===== src/rtl/fetch_if_id_pkg.sv =====
// Shared widths, defaults and IF/ID update selector for the fetch stage.
package fetch_if_id_pkg;

  localparam int InstBus     = 32;
  localparam int InstAddrBus = 32;

  localparam logic [InstBus-1:0]     INST_NOP_DEF   = 32'h0000_0013;
  localparam logic [InstAddrBus-1:0] RESET_ADDR_DEF = 32'h0000_0000;
  localparam logic [InstAddrBus-1:0] PC_STEP        = 32'd4;

  typedef enum logic [1:0] {
    IFID_HOLD   = 2'd0,
    IFID_SKID   = 2'd1,
    IFID_RSP    = 2'd2,
    IFID_BUBBLE = 2'd3
  } ifid_sel_e;

endpackage


===== src/rtl/fetch_if_id_if.sv =====
// Fetch-stage bus: hazard/redirect inputs, instruction ROM port and IF/ID outputs.
interface fetch_if_id_if;
  import fetch_if_id_pkg::*;

  logic                   stall_i;
  logic                   jump_en;
  logic [InstAddrBus-1:0] jump_addr;
  logic [InstAddrBus-1:0] inst_addr;
  logic [InstBus-1:0]     inst_rdata;
  logic [InstAddrBus-1:0] IF_pc;
  logic [InstBus-1:0]     IF_inst;
  logic                   IF_valid;

  // master is the fetch stage itself; slave is the core/ROM side
  modport master (
    input  stall_i, jump_en, jump_addr, inst_rdata,
    output inst_addr, IF_pc, IF_inst, IF_valid
  );

  modport slave (
    output stall_i, jump_en, jump_addr, inst_rdata,
    input  inst_addr, IF_pc, IF_inst, IF_valid
  );

endinterface


===== src/rtl/fetch_skid_buf.sv =====
// One-entry skid buffer holding a ROM response that arrived while IF/ID was stalled.
module fetch_skid_buf
  import fetch_if_id_pkg::*;
(
  input  logic                   clk,
  input  logic                   rst,
  input  logic                   i_load,
  input  logic                   i_drain,
  input  logic                   i_flush,
  input  logic [InstAddrBus-1:0] i_pc,
  input  logic [InstBus-1:0]     i_inst,
  output logic                   o_valid,
  output logic [InstAddrBus-1:0] o_pc,
  output logic [InstBus-1:0]     o_inst
);

  logic                   r_valid;
  logic [InstAddrBus-1:0] r_pc;
  logic [InstBus-1:0]     r_inst;

  // load wins over drain so a drain-and-refill in one cycle keeps the entry full
  always_ff @(posedge clk) begin
    if (rst) begin
      r_valid <= 1'b0;
      r_pc    <= '0;
      r_inst  <= '0;
    end else if (i_flush) begin
      r_valid <= 1'b0;
    end else if (i_load) begin
      r_valid <= 1'b1;
      r_pc    <= i_pc;
      r_inst  <= i_inst;
    end else if (i_drain) begin
      r_valid <= 1'b0;
    end
  end

  assign o_valid = r_valid;
  assign o_pc    = r_pc;
  assign o_inst  = r_inst;

endmodule


===== src/rtl/fetch_if_id.sv =====
// PC register, ROM request issue and IF/ID register for the 5-stage core.
// Optional FETCH_PERF_EN adds saturating stall_cnt / flush_cnt outputs.
module fetch_if_id
  import fetch_if_id_pkg::*;
#(
  parameter logic [InstAddrBus-1:0] RESET_ADDR = RESET_ADDR_DEF,
  parameter logic [InstBus-1:0]     INST_NOP   = INST_NOP_DEF
) (
  input  logic clk,
  input  logic rst,
  fetch_if_id_if.master bus
`ifdef FETCH_PERF_EN
  ,
  output logic [31:0] stall_cnt,
  output logic [31:0] flush_cnt
`endif
);

  logic [InstAddrBus-1:0] r_pc;
  logic                   r_req_valid;
  logic [InstAddrBus-1:0] r_req_pc;

  logic                   r_if_valid;
  logic [InstAddrBus-1:0] r_if_pc;
  logic [InstBus-1:0]     r_if_inst;

  logic                   w_skid_valid;
  logic [InstAddrBus-1:0] w_skid_pc;
  logic [InstBus-1:0]     w_skid_inst;

  logic      w_stall;
  logic      w_run;
  logic      w_issue;
  logic      w_skid_load;
  logic      w_skid_drain;
  ifid_sel_e w_sel;

  assign w_stall = bus.stall_i && !bus.jump_en;
  assign w_run   = !bus.stall_i && !bus.jump_en;
  // never issue while the skid is full and a response is still in flight
  assign w_issue = w_run && (!w_skid_valid || !r_req_valid);

  assign w_skid_load  = (w_stall && r_req_valid && !w_skid_valid) ||
                        (w_run && w_skid_valid && r_req_valid);
  assign w_skid_drain = w_run && w_skid_valid;

  always_comb begin
    w_sel = IFID_HOLD;
    if (bus.jump_en)       w_sel = IFID_BUBBLE;
    else if (bus.stall_i)  w_sel = IFID_HOLD;
    else if (w_skid_valid) w_sel = IFID_SKID;
    else if (r_req_valid)  w_sel = IFID_RSP;
    else                   w_sel = IFID_BUBBLE;
  end

  always_ff @(posedge clk) begin
    if (rst) begin
      r_pc        <= RESET_ADDR;
      r_req_valid <= 1'b0;
      r_req_pc    <= '0;
    end else begin
      r_req_valid <= w_issue;
      if (bus.jump_en) begin
        r_pc <= bus.jump_addr;
      end else if (w_issue) begin
        r_pc     <= r_pc + PC_STEP;
        r_req_pc <= r_pc;
      end
    end
  end

  fetch_skid_buf u_skid (
    .clk     (clk),
    .rst     (rst),
    .i_load  (w_skid_load),
    .i_drain (w_skid_drain),
    .i_flush (bus.jump_en),
    .i_pc    (r_req_pc),
    .i_inst  (bus.inst_rdata),
    .o_valid (w_skid_valid),
    .o_pc    (w_skid_pc),
    .o_inst  (w_skid_inst)
  );

  always_ff @(posedge clk) begin
    if (rst) begin
      r_if_valid <= 1'b0;
      r_if_pc    <= '0;
      r_if_inst  <= INST_NOP;
    end else begin
      case (w_sel)
        IFID_SKID: begin
          r_if_valid <= 1'b1;
          r_if_pc    <= w_skid_pc;
          r_if_inst  <= w_skid_inst;
        end
        IFID_RSP: begin
          r_if_valid <= 1'b1;
          r_if_pc    <= r_req_pc;
          r_if_inst  <= bus.inst_rdata;
        end
        IFID_BUBBLE: begin
          r_if_valid <= 1'b0;
          r_if_inst  <= INST_NOP;
        end
        default: ;
      endcase
    end
  end

  // a response arriving during a stall with the skid already full would be lost
  a_skid_overrun: assert property (@(posedge clk) disable iff (rst)
    !(w_stall && r_req_valid && w_skid_valid));

  assign bus.inst_addr = r_pc;
  assign bus.IF_valid  = r_if_valid;
  assign bus.IF_pc     = r_if_pc;
  assign bus.IF_inst   = r_if_inst;

`ifdef FETCH_PERF_EN
  logic [31:0] r_stall_cnt;
  logic [31:0] r_flush_cnt;

  always_ff @(posedge clk) begin
    if (rst) begin
      r_stall_cnt <= '0;
      r_flush_cnt <= '0;
    end else begin
      if (w_stall && (r_stall_cnt != 32'hFFFF_FFFF))
        r_stall_cnt <= r_stall_cnt + 32'd1;
      if (bus.jump_en && (r_flush_cnt != 32'hFFFF_FFFF))
        r_flush_cnt <= r_flush_cnt + 32'd1;
    end
  end

  assign stall_cnt = r_stall_cnt;
  assign flush_cnt = r_flush_cnt;
`endif

endmodule


===== src/flat_wrapper.sv =====
// flat-port wrapper written by rule: the top's interface ports become plain ports
module fetch_if_id_flat import fetch_if_id_pkg::*;
#(
  parameter logic [InstAddrBus-1:0] RESET_ADDR = RESET_ADDR_DEF,
  parameter logic [InstBus-1:0]     INST_NOP   = INST_NOP_DEF
)
  (clk, rst, bus_stall_i, bus_jump_en, bus_jump_addr, bus_inst_rdata, bus_inst_addr, bus_IF_pc, bus_IF_inst, bus_IF_valid);
  fetch_if_id_if bus_i ();
  input  logic clk;
  input  logic rst;
  input wire logic [$bits(bus_i.stall_i)-1:0] bus_stall_i;
  input wire logic [$bits(bus_i.jump_en)-1:0] bus_jump_en;
  input wire logic [$bits(bus_i.jump_addr)-1:0] bus_jump_addr;
  input wire logic [$bits(bus_i.inst_rdata)-1:0] bus_inst_rdata;
  output wire logic [$bits(bus_i.inst_addr)-1:0] bus_inst_addr;
  output wire logic [$bits(bus_i.IF_pc)-1:0] bus_IF_pc;
  output wire logic [$bits(bus_i.IF_inst)-1:0] bus_IF_inst;
  output wire logic [$bits(bus_i.IF_valid)-1:0] bus_IF_valid;
  assign bus_i.stall_i = bus_stall_i;
  assign bus_i.jump_en = bus_jump_en;
  assign bus_i.jump_addr = bus_jump_addr;
  assign bus_i.inst_rdata = bus_inst_rdata;
  assign bus_inst_addr = bus_i.inst_addr;
  assign bus_IF_pc = bus_i.IF_pc;
  assign bus_IF_inst = bus_i.IF_inst;
  assign bus_IF_valid = bus_i.IF_valid;
  fetch_if_id #(.RESET_ADDR(RESET_ADDR), .INST_NOP(INST_NOP)) u_core (.clk(clk), .rst(rst), .bus(bus_i));
endmodule

===== config.mk =====
export PLATFORM = sky130hd
export DESIGN_NAME = fetch_if_id_flat
export DESIGN_NICKNAME = d
export VERILOG_FILES = /design/src/rtl/fetch_if_id_pkg.sv /design/src/rtl/fetch_if_id_if.sv /design/src/rtl/fetch_skid_buf.sv /design/src/rtl/fetch_if_id.sv /design/src/flat_wrapper.sv
export SDC_FILE = /design/constraint.sdc
export NUM_CORES = 1
export LEC_CHECK = 0
export CAP_MARGIN = 5
export CORE_MARGIN = 2
export CORE_UTILIZATION = 52
export DETAILED_ROUTE_END_ITERATION = 16
export HOLD_SLACK_MARGIN = 0.12
export PLACE_DENSITY = 0.78
export SLEW_MARGIN = 20
export SYNTH_ARGS = -nofsm -noshare
export SYNTH_HDL_FRONTEND = slang
export SYNTH_SLANG_ARGS = --single-unit

===== constraint.sdc =====
create_clock -name clk -period 2.9 [get_ports clk]
set_input_delay 0.58 -clock clk [delete_from_list [all_inputs] [get_ports clk]]
set_output_delay 0.58 -clock clk [all_outputs]
set_load 0.02 [all_outputs]

Word-level counts from Yosys, hierarchy flattened:

Index checks and enable logic that the tools add are counted.

* flip-flop bits (word level): 195
* input port bits: 68
* output and inout bits: 97
* logic and storage cells: 47

* add/sub/neg operators: 1
* equality and inequality tests: 3
* mux-type cells: 11
* bitwise logic cells: 1
* reduce and logical (&&, ||, !) cells: 22

Operators by type and width (number)
* case mux 32 bit (3 select lines): 1
* 2-to-1 mux 32 bit: 2
* case mux 32 bit (2 select lines): 1
* adder 32 x 3 -> 32 bit (second input constant): 1
* nonzero test 2 bit: 4
* logical AND 1 bit: 7
* 2-to-1 mux 2 bit: 3
* == test 2 bit (second input constant): 2
* logical NOT 1 bit: 4
* AND reduction 2 bit: 2
* OR reduction 2 bit: 2
* 2-to-1 mux 1 bit: 3
* nonzero test 3 bit: 1
* == test 2 x 1 -> 1 bit (second input constant): 1
* logical OR 1 bit: 2
* case mux 1 bit (2 select lines): 1
* NOT 1 bit: 1

Longest topological paths before layout:

Gate-level depths: netlist of the first run.

* word-level depth: 7
* mapped depth: 11
* mapped depth without buffers: 8

Cells and area by module:

From an unflattened synthesis of the first run, not the netlist that was laid out.

* cells, all modules: 1007
* area total of the unflattened synthesis: 9208.8 um^2

By module, submodules not included
* fetch_if_id: instances 1, cells each 711, area an instance 5940.7 um^2
* fetch_skid_buf: instances 1, cells each 296, area an instance 3268.1 um^2

Least setup slack after synthesis of the first run:

No wires, ideal clock.

* path type: in2reg
* from: input bus_jump_en
* to: register u_core.r_if_pc[30], in the netlist u_core.bus.IF_pc[30]
* library setup time: 0.128 ns
* arrival: 2.614 ns
* slack: 0.159 ns
* stages: 11
* buffers on the path: 4
* cell sequence: inv_1 > clkbuf_1 > clkbuf_1 > o21a_1 > ha_1 > clkbuf_1 > clkbuf_1 > mux2i_1 > nor2_1 > a21oi_1 > nor2_1

* longest elaborated chain between the ends: 3

Ends and longest elaborated chain
* from (decl): line flat_wrapper.sv:12 `input wire logic [$bits(bus_i.jump_en)-1:0] bus_jump_en;`
* 2-to-1 mux 2 bit *: line fetch_if_id.sv:49 `if (bus.jump_en) w_sel = IFID_BUBBLE;`
* == test 2 bit / == test 2 x 1 -> 1 bit (equally long branches): line fetch_if_id.sv:91 `case (w_sel)`
* case mux 32 bit (2 select lines) / nonzero test 2 bit (equally long branches)
* to (signal assigned): line fetch_if_id.sv:94 `r_if_pc <= w_skid_pc;`
* to (signal assigned): line fetch_if_id.sv:99 `r_if_pc <= r_req_pc;`
* to (decl): line fetch_if_id.sv:24 `logic [InstAddrBus-1:0] r_if_pc;`

Mark *: on every way between the ends. The rest lies on a longest branch, timed or not.
A chain may end at the register's enable or synchronous reset.

Final worst setup path of the first run:

* from: register u_core.r_req_valid
* to: register u_core.r_if_inst[19], in the netlist u_core.bus.IF_inst[19]

* longest elaborated chain between the ends: 6

Ends and longest elaborated chain
* from (decl): line fetch_if_id.sv:20 `logic r_req_valid;`
* from (signal assigned): line fetch_if_id.sv:62 `r_req_valid <= w_issue;`
* 2-to-1 mux 1 bit *: line fetch_if_id.sv:52 `else if (r_req_valid) w_sel = IFID_RSP;`
* 2-to-1 mux 2 bit *: line fetch_if_id.sv:51 `else if (w_skid_valid) w_sel = IFID_SKID;`
* 2-to-1 mux 2 bit *: line fetch_if_id.sv:50 `else if (bus.stall_i) w_sel = IFID_HOLD;`
* 2-to-1 mux 2 bit *: line fetch_if_id.sv:49
* == test 2 bit / == test 2 x 1 -> 1 bit (equally long branches): line fetch_if_id.sv:91
* case mux 32 bit (3 select lines) / nonzero test 3 bit (equally long branches)
* to (signal assigned): line fetch_if_id.sv:95 `r_if_inst <= w_skid_inst;`
* to (signal assigned): line fetch_if_id.sv:100 `r_if_inst <= bus.inst_rdata;`
* to (decl): line fetch_if_id.sv:25 `logic [InstBus-1:0] r_if_inst;`

Marked as above.

==> results of run 1 <==
==> layout make-up <==
| cell class | instances | area [sq um] |
|---|---|---|
| clock buffer | 24 | 502 |
| clock inverter | 7 | 73.8 |
| fill | 1349 | 4940 |
| inverter | 12 | 45.0 |
| multi-input combinational | 776 | 4200 |
| sequential | 195 | 3900 |
| tap | 216 | 270 |
| timing repair buffer | 193 | 1950 |
==> power by group through the flow <==
stage	combinational, W	sequential [W]	clock, W
2_1_floorplan	0.000301	0.00292	0
3_3_place_gp	0.000651	0.00289	0
3_5_place_dp	0.000657	0.00289	0
4_1_cts	0.000661	0.00283	0.00231
5_1_grt	0.000715	0.00284	0.00242
6_report	0.000659	0.00283	0.00228
==> synthesized netlist by cell type, types with 2 or more instances <==
cell       instances
a2111oi_1          2
a2111oi_2          5
a211o_1            6
a211oi_1          14
a21boi_0           3
a21oi_1          193
a221oi_1           2
a311oi_1           5
a31oi_1            4
and2_1             3
and3_1             9
and4_1             5
buf_1             16
buf_2             18
clkbuf_1          49
dfxtp_1          195
ha_1               4
inv_1             12
mux2_2             2
mux2i_1           34
nand2_1          246
nand3_1           10
nand4_1           12
nand4_4            2
nor2_1           122
nor2b_1            8
nor3_1             9
nor4_1             6
nor4_4             2
o211ai_1           3
o21ai_0            4
or3_1              3
or3b_2            29
xnor2_1            4
xor2_1             6
==> routing by layer <==
metal  routed length, microns  vias up
li1                         -     3893
met1                     9870     3670
met2                    10100      234
met3                     1280       26
met4                      319        0
met5                        0        -
==> worst min path at each step <==
stage,end,slack (ns),cells past startpoint,startpoint
6_report,u_core.u_skid.o_inst[23],0.45,2,u_core.u_skid.o_inst[23]
3_5_place_dp,u_core.u_skid.o_inst[17],0.44,2,u_core.u_skid.o_inst[17]
3_3_place_gp,u_core.u_skid.o_inst[31],0.44,2,u_core.u_skid.o_inst[31]
4_1_cts,u_core.u_skid.o_inst[5],0.45,2,u_core.u_skid.o_inst[5]
2_1_floorplan,u_core.u_skid.o_inst[0],0.43,2,u_core.u_skid.o_inst[0]
5_1_grt,u_core.u_skid.o_inst[5],0.47,2,u_core.u_skid.o_inst[5]
==> cells by family (layout without fill, tap and decap cells) <==
| kind of cell | Yosys count | in the layout |
|---|---|---|
| AO/OA/AOI/OAI | 253 | 253 |
| buffers and inverters | 97 | 236 |
| adder cells (fa/ha/maj) | 4 | 4 |
| flip-flops | 195 | 195 |
| multiplexers | 36 | 36 |
| XOR/XNOR | 10 | 10 |
| AND/OR/NAND/NOR | 473 | 473 |
==> per-stage QoR <==
step | cells | hold WS, ns | utilization | cell area [sq um]
global route | 1423 | 0.467 | 0.689 | 10900
CTS | 1423 | 0.452 | 0.689 | 10900
finish | 1423 | 0.450 | 0.689 | 10900
floorplan | 1068 | 0.432 | - | 8480
global placement | 1392 | 0.437 | 0.653 | 10400
detailed placement | 1392 | 0.443 | 0.653 | 10400
==> worst reg2reg max path, cell delays in order, from the launching register on <==
cell and delay, ns:
dfxtp_1 0.62, nor2b_1 0.20, o21a_1 0.21, inv_1 0.07, ha_1 0.22, buf_12 0.17, or3b_2 0.45, a21oi_1 0.16
a21oi_1 0.06, nor2_1 0.10
==> sequential cells by signal, indices dropped and copies added (netlist names) <==
signal / flops
u_core.u_skid.o_pc: 32
u_core.u_skid.o_valid: 1
u_core.r_req_pc: 32
u_core.r_req_valid: 1
u_core.bus.IF_valid: 1
u_core.bus.inst_addr: 32
u_core.bus.IF_pc: 32
u_core.u_skid.o_inst: 32
u_core.bus.IF_inst: 32
==> results.json, run 1 <==
{
  "synth-edff-count": 0,
  "slowest_stage": "dfxtp_1",
  "setup.worst_path.start": "u_core.r_req_valid",
  "ant_nets": 0,
  "slowest_delay_ns": 0.62,
  "worstSetupEndpointType": "register",
  "path_depth": 9,
  "clk_latency_ns": 0.43,
  "hp-class": "reg -> reg",
  "gp_congestion": 0.829,
  "netlist_top_cells_area": "dfxtp_1 46%, a21oi_1 11%, nand2_1 11%",
  "firstDrtPassIters": 5,
  "internal_power_w": 0.00434,
  "syn_area_sq_mm": 0.00848,
  "ys_seq_area_frac": 0.461,
  "vdd_drop_max_mv": 0.435,
  "worst_setup_path_start_kind": "register",
  "arrival_ns": 2.69,
  "synth_nets": 1140,
  "r2r_slack_ns": 0.57,
  "rsz0062_at_grt": "no",
  "worstMarginPinSlew_ns": 0.556,
  "finalCritPeriodShare": 0.803,
  "cts.sinks": 195,
  "final_nets": 1267,
  "critical_path.cell_chain": "nor2b_1, o21a_1, inv_1, ha_1, buf_12, or3b_2, a21oi_1, a21oi_1, nor2_1",
  "p_leak_nw": 3.79,
  "yosysWarnings": 0,
  "outcome": "finished clean",
  "synth_top_area_cell": "dfxtp_1",
  "cts_root_buf": "clkbuf_16",
  "die_x_microns": 132,
  "clock.fmax_mhz": 429,
  "setup_viol": 0,
  "ioPinCount": 165,
  "grt-ovfl-total": 0,
  "grt_use_met3": 0.0521,
  "rr_endpoint": "u_core.bus.IF_inst[19]",
  "synth_flop_cell": "dfxtp_1",
  "io_buffers": 164,
  "cpMostUsedCell": "a21oi_1",
  "p_sw_frac": 0.247,
  "synth_adder_area_share": 0.00590,
  "worstSetupPathType": "reg -> reg",
  "drc_errors": 0,
  "final_hold_viol_count": 0,
  "row_count": 46,
  "yosys.area_share.simple": 0.258,
  "finalSetupTns_ns": 0,
  "comb_power_share": 0.114,
  "syn_inst": 1068,
  "synth_compound_area_frac": 0.176,
  "final_common_cell": "nand2_1",
  "drv_cap": 0,
  "met1_usage": 0.332,
  "dp_hpwl_mm": 14.3,
  "tritoncts": "done",
  "synthArstFlopShare": 0,
  "synth_xor_area_frac": 0.0103,
  "ys_ff_latch": 195,
  "n_antenna_cell": 0,
  "power_frac_seq": 0.491,
  "htreeDepth": 4,
  "clk_pin_slew_ns": 0.07,
  "grt_start_max_net_pins": 54,
  "vias": 7823,
  "setup_ws_ns": 0.570,
  "drt-total-wl_mm": 21.6,
  "worstPathRequired_ns": 3.26,
  "drive_gt1_frac": 0.0928,
  "grt_pass1_wl_mm": 35.5,
  "avgSynthCellArea_sq_um": 7.94,
  "worst_slew_margin_rel": 0.630,
  "pwr-share-clk": 0.395,
  "numCtsBuffers": 17,
  "wire_per_inst_microns": 15.2,
  "met2_usage": 0.400,
  "r2r_start": "u_core.r_req_valid",
  "finalCriticalPeriod_ns": 2.33,
  "power_density_mw_per_mm2": 527,
  "grt_busiest_layer": "met2",
  "dr.first_iter.drc_count": 448,
  "postCtsHoldBufs": 0,
  "p_sw_w": 0.00143,
  "worst_clock_skew_ns": 0.00486,
  "endpoint": "u_core.bus.IF_inst[19]",
  "core_area_sq_mm": 0.0159,
  "antenna_found_initial": 0,
  "synth_top_family_by_area": "simple AND/OR/NAND/NOR gates",
  "die_h_microns": 132,
  "pre_cts_slack_ns": 0.235,
  "ctsResizeCount": 0,
  "synth_cell_types": 56,
  "crit_family": "simple AND/OR/NAND/NOR gates",
  "clockBufferDepth": 2,
  "synth_mux_area_frac": 0.0428,
  "synth_top_area_frac": 0.461,
  "worst-path-buf-inv": 2,
  "vias_per_cell": 5.50,
  "areaGrowthSynthToFinish_pct": 29.1,
  "drv_slew": 0,
  "r2r_cells": 9,
  "finalPower_w": 0.00577,
  "dieArea_sq_mm": 0.0173,
  "start_util": 0.534,
  "final_cell_mix": "246 x nand2_1, 195 x dfxtp_1, 193 x a21oi_1",
  "grt_usage": 0.248,
  "grt_pass1_vias": 7109,
  "crit_fanout": 33,
  "post_cts_buffers": 0
}
Note: power is estimated with default switching activity, not from simulation.
==> run 2, diff against run 1 <==
--- a/config.mk
+++ b/config.mk
@@ -7,10 +7,10 @@
 export LEC_CHECK = 0
 export CAP_MARGIN = 5
 export CORE_MARGIN = 2
-export CORE_UTILIZATION = 52
+export CORE_UTILIZATION = 47
 export DETAILED_ROUTE_END_ITERATION = 16
 export HOLD_SLACK_MARGIN = 0.12
-export PLACE_DENSITY = 0.78
+export PLACE_DENSITY = 0.74
 export SLEW_MARGIN = 20
 export SYNTH_ARGS = -nofsm -noshare
 export SYNTH_HDL_FRONTEND = slang
==> constraint.sdc (replaced) <==
create_clock -name clk -period 2.1 [get_ports clk]
set_input_delay 0.42 -clock clk [delete_from_list [all_inputs] [get_ports clk]]
set_output_delay 0.42 -clock clk [all_outputs]
set_load 0.02 [all_outputs]
==> run 2 against run 1 <==
Non-clock buffer count is 32 higher. Wire length up 1.5%. Combinational power rose by 53%. Final cell count is 3.2% higher. Via count is 1.3% higher. First-iteration DRC count up 13%. Clock-buffer cell count down 6. Largest power group unchanged. Global-route usage fell by 2.0 points. Critical endpoint is now bus_inst_addr[4]. Sequential share of layout area down 1.3 points. Flip-flop and latch count unchanged. Die area increased by 10%. Design area is 3.8% higher.
==> results.json, run 2 (synthesis gave the netlist of run 1 again) <==
{
  "outcome": "finished clean",
  "grt_pass1_wl_mm": 36.4,
  "vias_per_cell": 5.39,
  "rr_endpoint": "u_core.bus.IF_inst[8]",
  "crit_fanout": 5,
  "worst_clock_skew_ns": 0.0108,
  "setup_ws_ns": 0.0450,
  "setup.worst_path.start": "u_core.bus.inst_addr[4]",
  "tritoncts": "done",
  "p_leak_nw": 4.05,
  "multi_input_area_sq_mm": 0.00421,
  "drt-total-wl_mm": 21.9,
  "finalPower_w": 0.00822,
  "drv_cap": 0,
  "antenna_found_initial": 0,
  "start_util": 0.475,
  "die_x_microns": 138,
  "ff_latch_area_sq_mm": 0.00391,
  "final_nets": 1299,
  "finalSetupTns_ns": 0,
  "hp-class": "in -> reg",
  "clock.fmax_mhz": 487,
  "final_hold_viol_count": 0,
  "die_h_microns": 138,
  "io_buffers": 164,
  "cts.sinks": 195,
  "endpoint": "bus_inst_addr[4]",
  "ant_nets": 0,
  "numCtsBuffers": 17,
  "core_area_sq_mm": 0.0178,
  "final_cell_mix": "246 x nand2_1, 192 x a21oi_1, 192 x dfxtp_1",
  "vias": 7923,
  "drv_slew": 0,
  "firstDrtPassIters": 5,
  "grt_start_max_net_pins": 66,
  "worstSetupEndpointType": "output port",
  "r2r_cells": 9,
  "clk_pin_slew_ns": 0.07,
  "vdd_drop_max_mv": 0.572,
  "row_count": 49,
  "htreeDepth": 4,
  "r2r_start": "u_core.r_req_valid",
  "areaGrowthSynthToFinish_pct": 34.1,
  "dr.first_iter.drc_count": 507,
  "wire_per_inst_microns": 14.9,
  "n_antenna_cell": 0,
  "drive_gt1_frac": 0.125,
  "worstMarginPinSlew_ns": 0.646,
  "cts_root_buf": "clkbuf_16",
  "dieArea_sq_mm": 0.0191,
  "worst_setup_path_start_kind": "register",
  "clk_latency_ns": 0.43,
  "arrival_ns": 1.63,
  "clockBufferDepth": 2,
  "power_density_mw_per_mm2": 724,
  "worst_slew_margin_rel": 0.570,
  "grt_pass1_vias": 7313,
  "gp_congestion": 0.868,
  "pre_cts_slack_ns": -0.406,
  "worstPathRequired_ns": 1.68,
  "grt-ovfl-total": 0,
  "drc_errors": 0,
  "fillerInstances": 1596,
  "ioPinCount": 165,
  "finalCriticalPeriod_ns": 2.05,
  "setup_viol": 0,
  "whs_ns": 0.261,
  "grt_usage": 0.228,
  "r2r_slack_ns": 0.22,
  "final_common_cell": "nand2_1",
  "worstSetupPathType": "reg -> out",
  "rsz0062_at_grt": "no",
  "finalCritPeriodShare": 0.979,
  "dp_hpwl_mm": 14.8
}
[run 2: metrics by stage]
stage / instance area (sq um) / util / std cells
after floorplan: 8530 / - / 1068
after global placement: 10700 / 0.602 / 1437
after detailed placement: 10700 / 0.602 / 1437
after CTS: 11300 / 0.636 / 1469
after global routing: 11400 / 0.637 / 1469
final: 11400 / 0.637 / 1469
[run 2: layout make-up]
cell class              count  share of cell area
flip-flops and latches    195               0.344
clock inverters            14              0.0145
multi-input cells         776               0.371
clock buffers              18              0.0387
repair buffers            225               0.203
inverters                  12             0.00396
well taps                 229              0.0252
[run 2: report_power, final]
part           switching, W  total [W]  internal [W]
Clock               0.00150    0.00333       0.00183
Sequential        0.0000918    0.00388       0.00379
Combinational      0.000533    0.00101      0.000473
Total               0.00212    0.00822       0.00610
[run 2: worst max-delay path: stages (launching register included)]
cell             delay [ns]
dfxtp_1                0.43
buf_4                  0.18
clkdlybuf4s50_1        0.61
[run 2: repair_timing]
item	CTS	global route
gates resized for setup	0	9
hold buffers	0	0
setup buffers	0	0
setup endpoints to repair	0	44
hold endpoints to repair	0	0
[run 2: worst min-delay path by stage]
stage	start	end	slack (ns)	cells after the start
global route	rst	u_core.bus.inst_addr[21]	0.25	2
detailed placement	u_core.u_skid.o_inst[23]	u_core.u_skid.o_inst[23]	0.44	2
global placement	u_core.u_skid.o_inst[4]	u_core.u_skid.o_inst[4]	0.44	2
CTS	rst	u_core.r_req_pc[31]	0.25	2
floorplan	u_core.u_skid.o_inst[0]	u_core.u_skid.o_inst[0]	0.43	2
finish	rst	u_core.r_req_pc[31]	0.26	2
[run 2: routing by layer]
metal | vias to the layer above | GRT usage | share of wire
met3 | 28 | 0.0447 | 0.054
met4 | 0 | 0.0596 | 0.013
met5 | - | 0 | 0
met2 | 241 | 0.375 | 0.48
met1 | 3706 | 0.308 | 0.46
li1 | 3948 | - | -
